<file path="src/rtl/enum_symbol_pkg.sv">
// rtl/enum_symbol_pkg.sv - symbol codes, decoder states and symbol helper functions
package enum_symbol_pkg;

    typedef enum logic [1:0] {
        SYM_A = 2'd0,
        SYM_B = 2'd1,
        SYM_C = 2'd3
    } symbol_t;

    typedef enum logic [1:0] {
        IDLE,
        SHIFT,
        HOLD
    } state_t;

    function automatic logic is_data(symbol_t s);
        return (s == SYM_A) || (s == SYM_B);
    endfunction

    function automatic logic sym_bit(symbol_t s);
        return s == SYM_B;
    endfunction

endpackage

</file>
<file path="src/rtl/enum_symbol_decoder.sv">
// rtl/enum_symbol_decoder.sv - decodes start-framed 2-bit symbol stream into DATA_WIDTH-bit words
//
// Optional build macro: ENUM_SYMBOL_DECODER_PARITY_EN adds an even-parity symbol after the data bits.
//
// Ports:
//   i_clk, i_rst_n      clock (rising edge), asynchronous active-low reset
//   i_sym_valid/i_sym   incoming symbol and its valid, accepted when o_sym_ready is high
//   o_sym_ready         high in every state except HOLD
//   o_data_valid/o_data decoded word, held until i_data_ready
//   i_data_ready        consumer accepts the word
//   o_err               one-cycle pulse after an offending symbol is accepted
module enum_symbol_decoder
    import enum_symbol_pkg::*;
#(
    parameter int DATA_WIDTH = 8,
    parameter int CNT_WIDTH  = $clog2(DATA_WIDTH) + 1
) (
    input  logic                  i_clk,
    input  logic                  i_rst_n,
    input  logic                  i_sym_valid,
    output logic                  o_sym_ready,
    input  logic [1:0]            i_sym,
    output logic                  o_data_valid,
    input  logic                  i_data_ready,
    output logic [DATA_WIDTH-1:0] o_data,
    output logic                  o_err
);

`ifdef ENUM_SYMBOL_DECODER_PARITY_EN
    // Count value at which the parity symbol is expected.
    localparam logic [CNT_WIDTH-1:0] PARITY_CNT = CNT_WIDTH'(DATA_WIDTH);
`else
    localparam logic [CNT_WIDTH-1:0] LAST_CNT = CNT_WIDTH'(DATA_WIDTH - 1);
`endif

    state_t                state, state_n;
    logic [CNT_WIDTH-1:0]  cnt, cnt_n;
    logic [DATA_WIDTH-1:0] acc, acc_n;
    logic [DATA_WIDTH-1:0] data_n;
    logic                  valid_n;
    logic                  err_n;
    logic                  accept;
    symbol_t               sym;

    assign sym         = symbol_t'(i_sym);
    assign o_sym_ready = (state != HOLD);
    assign accept      = i_sym_valid && o_sym_ready;

    always_ff @(posedge i_clk or negedge i_rst_n) begin
        if (!i_rst_n) begin
            state        <= IDLE;
            cnt          <= '0;
            acc          <= '0;
            o_data       <= '0;
            o_data_valid <= 1'b0;
            o_err        <= 1'b0;
        end else begin
            state        <= state_n;
            cnt          <= cnt_n;
            acc          <= acc_n;
            o_data       <= data_n;
            o_data_valid <= valid_n;
            o_err        <= err_n;
        end
    end

    always_comb begin
        state_n = state;
        cnt_n   = cnt;
        acc_n   = acc;
        data_n  = o_data;
        valid_n = o_data_valid;
        err_n   = 1'b0;
        case (state)
            IDLE: begin
                if (accept) begin
                    if (sym == SYM_C) begin
                        state_n = SHIFT;
                        cnt_n   = '0;
                        acc_n   = '0;
                    end else if (!is_data(sym)) begin
                        err_n = 1'b1;
                    end
                end
            end
            SHIFT: begin
                if (accept) begin
                    if (sym == SYM_C) begin
                        // Resync on a new start: restart the frame in place.
                        err_n = 1'b1;
                        cnt_n = '0;
                        acc_n = '0;
                    end else if (!is_data(sym)) begin
                        err_n   = 1'b1;
                        state_n = IDLE;
                        cnt_n   = '0;
                        acc_n   = '0;
                    end else begin
`ifdef ENUM_SYMBOL_DECODER_PARITY_EN
                        if (cnt == PARITY_CNT) begin
                            // Even parity: parity bit must equal XOR of the data bits.
                            if (sym_bit(sym) == (^acc)) begin
                                data_n  = acc;
                                valid_n = 1'b1;
                                state_n = HOLD;
                            end else begin
                                err_n   = 1'b1;
                                state_n = IDLE;
                            end
                        end else begin
                            acc_n = acc | (DATA_WIDTH'(sym_bit(sym)) << cnt);
                            cnt_n = cnt + 1'b1;
                        end
`else
                        acc_n = acc | (DATA_WIDTH'(sym_bit(sym)) << cnt);
                        cnt_n = cnt + 1'b1;
                        if (cnt == LAST_CNT) begin
                            data_n  = acc_n;
                            valid_n = 1'b1;
                            state_n = HOLD;
                        end
`endif
                    end
                end
            end
            HOLD: begin
                if (i_data_ready) begin
                    valid_n = 1'b0;
                    state_n = IDLE;
                end
            end
            default: begin
                state_n = IDLE;
            end
        endcase
    end

endmodule

</file>
<file path="config.mk">
export PLATFORM = sky130hd
export DESIGN_NAME = enum_symbol_decoder
export DESIGN_NICKNAME = d
export VERILOG_FILES = /design/src/rtl/enum_symbol_pkg.sv /design/src/rtl/enum_symbol_decoder.sv
export SDC_FILE = /design/constraint.sdc
export NUM_CORES = 1
export LEC_CHECK = 0
export CAP_MARGIN = 0
export CORE_MARGIN = 2
export CORE_UTILIZATION = 43
export DETAILED_ROUTE_END_ITERATION = 6
export GPL_ROUTABILITY_DRIVEN = 0
export PLACE_DENSITY_LB_ADDON = 0.15
export SLEW_MARGIN = 20
export SYNTH_ARGS = -nofsm -noshare
export SYNTH_HDL_FRONTEND = slang
export SYNTH_SLANG_ARGS = --single-unit
</file>
<file path="constraint.sdc">
create_clock -name i_clk -period 1.6 [get_ports i_clk]
set_clock_uncertainty 0.15 [all_clocks]
set_input_delay 0.4 -clock i_clk [delete_from_list [all_inputs] [get_ports i_clk]]
set_output_delay 0.4 -clock i_clk [all_outputs]
set_load 0.005 [all_outputs]
</file>
==> impl_results.md <==
- Die width: 55.77 µm
- Leak: between 0.7 and 0.8 nW
- Pint: 1.015 mW
- Dominant cell by count in the synthesized netlist: dfrtp_1
- Vias: 988
- Register area share after synthesis: 52.12%
- GR Util All Layers: 18.38%
- TritonCTS Sinks: 24
- Crit Path Class: flip-flop to flip-flop
- Syn Nets: 107
- Initial core utilization: a little under half
- Sw frac: 25.09%
- Seq pwr share: between 40 and 50%
- Final Max Slew Viols: 0
- Total gr overflow: 0
- Seq cells post-synth: 24
- Pre-antenna DRT Iters: 4
- Fraction of power consumed by the clock network: 33.8%
- CP arrival: 1.82 ns
- Clk slew on worst S/H paths: around 0.15 ns
- Setup TNS: -0.1419 ns
- Core Rows: 18
- Final setup margin: -0.1068 ns
- Final ANT Viol Nets: 0
- Initial antenna violation count: 0
- Synth cell count leaders: dfrtp_1, inv_1, a21oi_1
- Post-CTS Hold Fix Bufs: 0
- Failing checks: setup timing
- First-pass GRT wire length: 4.381 mm
- Status: finished, violations left
- IO Port Bufs: 16
- Full die area: ~3100 µm²
- Normalized max-slew margin: 72.06%
- Die H: 55.77 µm
- Placed Instance Area: 1506 µm²
- Min-delay worst type: input pin to asynchronous set/reset pin
- Clk Tree Root Cell: clkbuf_4
- Max-cap viol count: 0
- Most common flop cell mapped by yosys: dfrtp_1
- Cell count after synthesis: 100
- PwrDens: 812.6 nW/µm²
- Share of the clock period used by the worst path: 106.7%
- Final Instance Area: 1668 µm²
- EDFF count, synth: 0
- I/O pin cnt: 17
- Share of cells above drive strength 1: between 30% and 40%
- Synthesized cell area: between 1000 and 1500 µm²
- Pin count of the biggest net entering global routing: 25
- H-tree lvl count: 1
- FFs w/ async S/R, synth: 100.0%
- Clk_lat worst skew: 0.34 ns
- DR vias/cell: 5.459
- Pwr Total: 1.355 mW
- DR DRC count: 0
- CP Capture Type: flip-flop
- Diodes inserted: 0
- Longest Clk Path Bufs: 2
- Total CTS buffers: 3
- Hpwl dp: about 1.8 mm
- Syn avg cell area: ~12 µm²
- Worst-Margin Slew: a little over 0.4 ns
- RSZ-0062 raised after global routing: yes
- Top cells by area, synth: dfrtp_1, mux2i_1, a22o_1, a21oi_1, inv_1
- Reg2Reg Depth: 5
- CP Launch Type: flip-flop
- Post-layout minimum cycle time: around 1.7 ns
- Final setup viols: 2
- Top-area cell type share of the netlist area: between 50% and 60%
- Gate power share: 18.2%
- Drt total wl: 2.715 mm
- Area grow syn2layout: 44.73%
- CP required: 1.71 ns
- Detailed Route Iter0 Violations: 16
- Placeable Area: approximately 2500 µm²
- Warnings, synthesis: 0
- Cell taking the most area after synthesis: dfrtp_1
- NetSw: 0.3401 mW
- Crit-path max FO: 4
- Wire per inst: 15.00 µm
- Number of global-route vias before repair: around 960
- Distinct cells, synth: 33
- Setup WS pre-CTS: -0.4387 ns
- Worst ir drop on vdd: just over 0.8 mV
- Nets: 159
- Count of final hold-check violations: 0
- CTS tree: built
- Fmax: 585.9 MHz
==> layout make-up <==
type                            instances  area [µm²]
Clock buffer                            3       22.52
Fill cell                             194       832.0
Tap cell                               30       37.54
Multi-Input combinational cell         64       520.5
Inverter                               10       37.54
Timing Repair Buffer                   49       419.2
Sequential cell                        24       600.6
Clock inverter                          1       30.03
==> final timing paths <==
path / slack [ns] / endpoint / from
min in group i_clk: 0.37 / acc[5] / acc[5]
max in group asynchronous: 0.91 / o_data_valid / i_rst_n
max reg2reg: -0.11 / cnt[3] / state[1]
min reg2reg: 0.37 / acc[5] / acc[5]
max: -0.11 / cnt[3] / state[1]
min: 0.24 / o_data[1] / i_rst_n
==> critical path, stage by stage (launching register included) <==
cell      delay, ns
dfrtp_1        0.41
buf_6          0.13
buf_6          0.11
nor3b_4        0.19
or4b_4         0.48
o211ai_2       0.17
==> placed cells by master, fill, tap and decap left out, types with 2 or more instances in the layout <==
cell | netlist | layout
buf_4 | 1 | 27
dfrtp_1 | 24 | 24
dlygate4sd2_1 | 0 | 12
a21oi_1 | 9 | 9
inv_1 | 10 | 9
mux2i_1 | 8 | 8
a22o_1 | 7 | 7
o21ai_0 | 6 | 6
buf_6 | 0 | 5
nand2_1 | 3 | 3
and3b_1 | 3 | 3
nand3_1 | 3 | 3
clkbuf_4 | 0 | 3
clkdlybuf4s50_1 | 0 | 3
and3_2 | 2 | 2
nor3b_1 | 2 | 2
==> flip-flops by register name (all words and copies together) (netlist names) <==
register / cells
acc: 8
o_data: 8
cnt: 4
state: 2
o_data_valid: 1
o_err: 1
==> layer usage <==
layer / GRT usage, % / vias to the layer above / share of wire (%)
li1: - / 466 / -
met1: 23.35 / 495 / 45
met2: 30.10 / 20 / 49
met3: 5.116 / 7 / 4.2
met4: 6.272 / 0 / 2.1
met5: 0 / - / 0
==> logic make-up after synthesis <==
logic type	count (synthesis)	share of synthesized area (%)
AOI/OAI and AO/OA	30	17.92
and+or+nand+nor	25	16.83
DFF	24	52.12
buffers and inverters	12	5.103
muxes	8	6.949
adders and majority gates	1	1.086
==> repair_timing <==
item | CTS | global route
setup buffers | 4 | 7
setup endpoints to repair | 24 | 15
gates cloned | 1 | 0
pin swaps | 0 | 3
gates resized for setup | 20 | 10
==> stage by stage <==
| stage | hold WS, ns | std cells | utilization (%) |
|---|---|---|---|
| global route | 0.2564 | 181 | 66.72 |
| global placement | 0.3248 | 166 | 60.26 |
| floorplan | -0.04559 | 100 | - |
| finish | 0.2378 | 181 | 66.72 |
| CTS | 0.2407 | 175 | 63.91 |
| detailed placement | 0.3274 | 166 | 60.26 |
==> power groups by stage <==
stage | Clock, mW | Combinational, mW | Sequential (mW)
floorplan | 0 | 0.0908 | 0.667
global placement | 0 | 0.224 | 0.660
detailed placement | 0 | 0.227 | 0.660
CTS | 0.465 | 0.228 | 0.648
global route | 0.482 | 0.272 | 0.654
finish | 0.458 | 0.247 | 0.650
No activity file was read; power rests on OpenSTA's default activity.
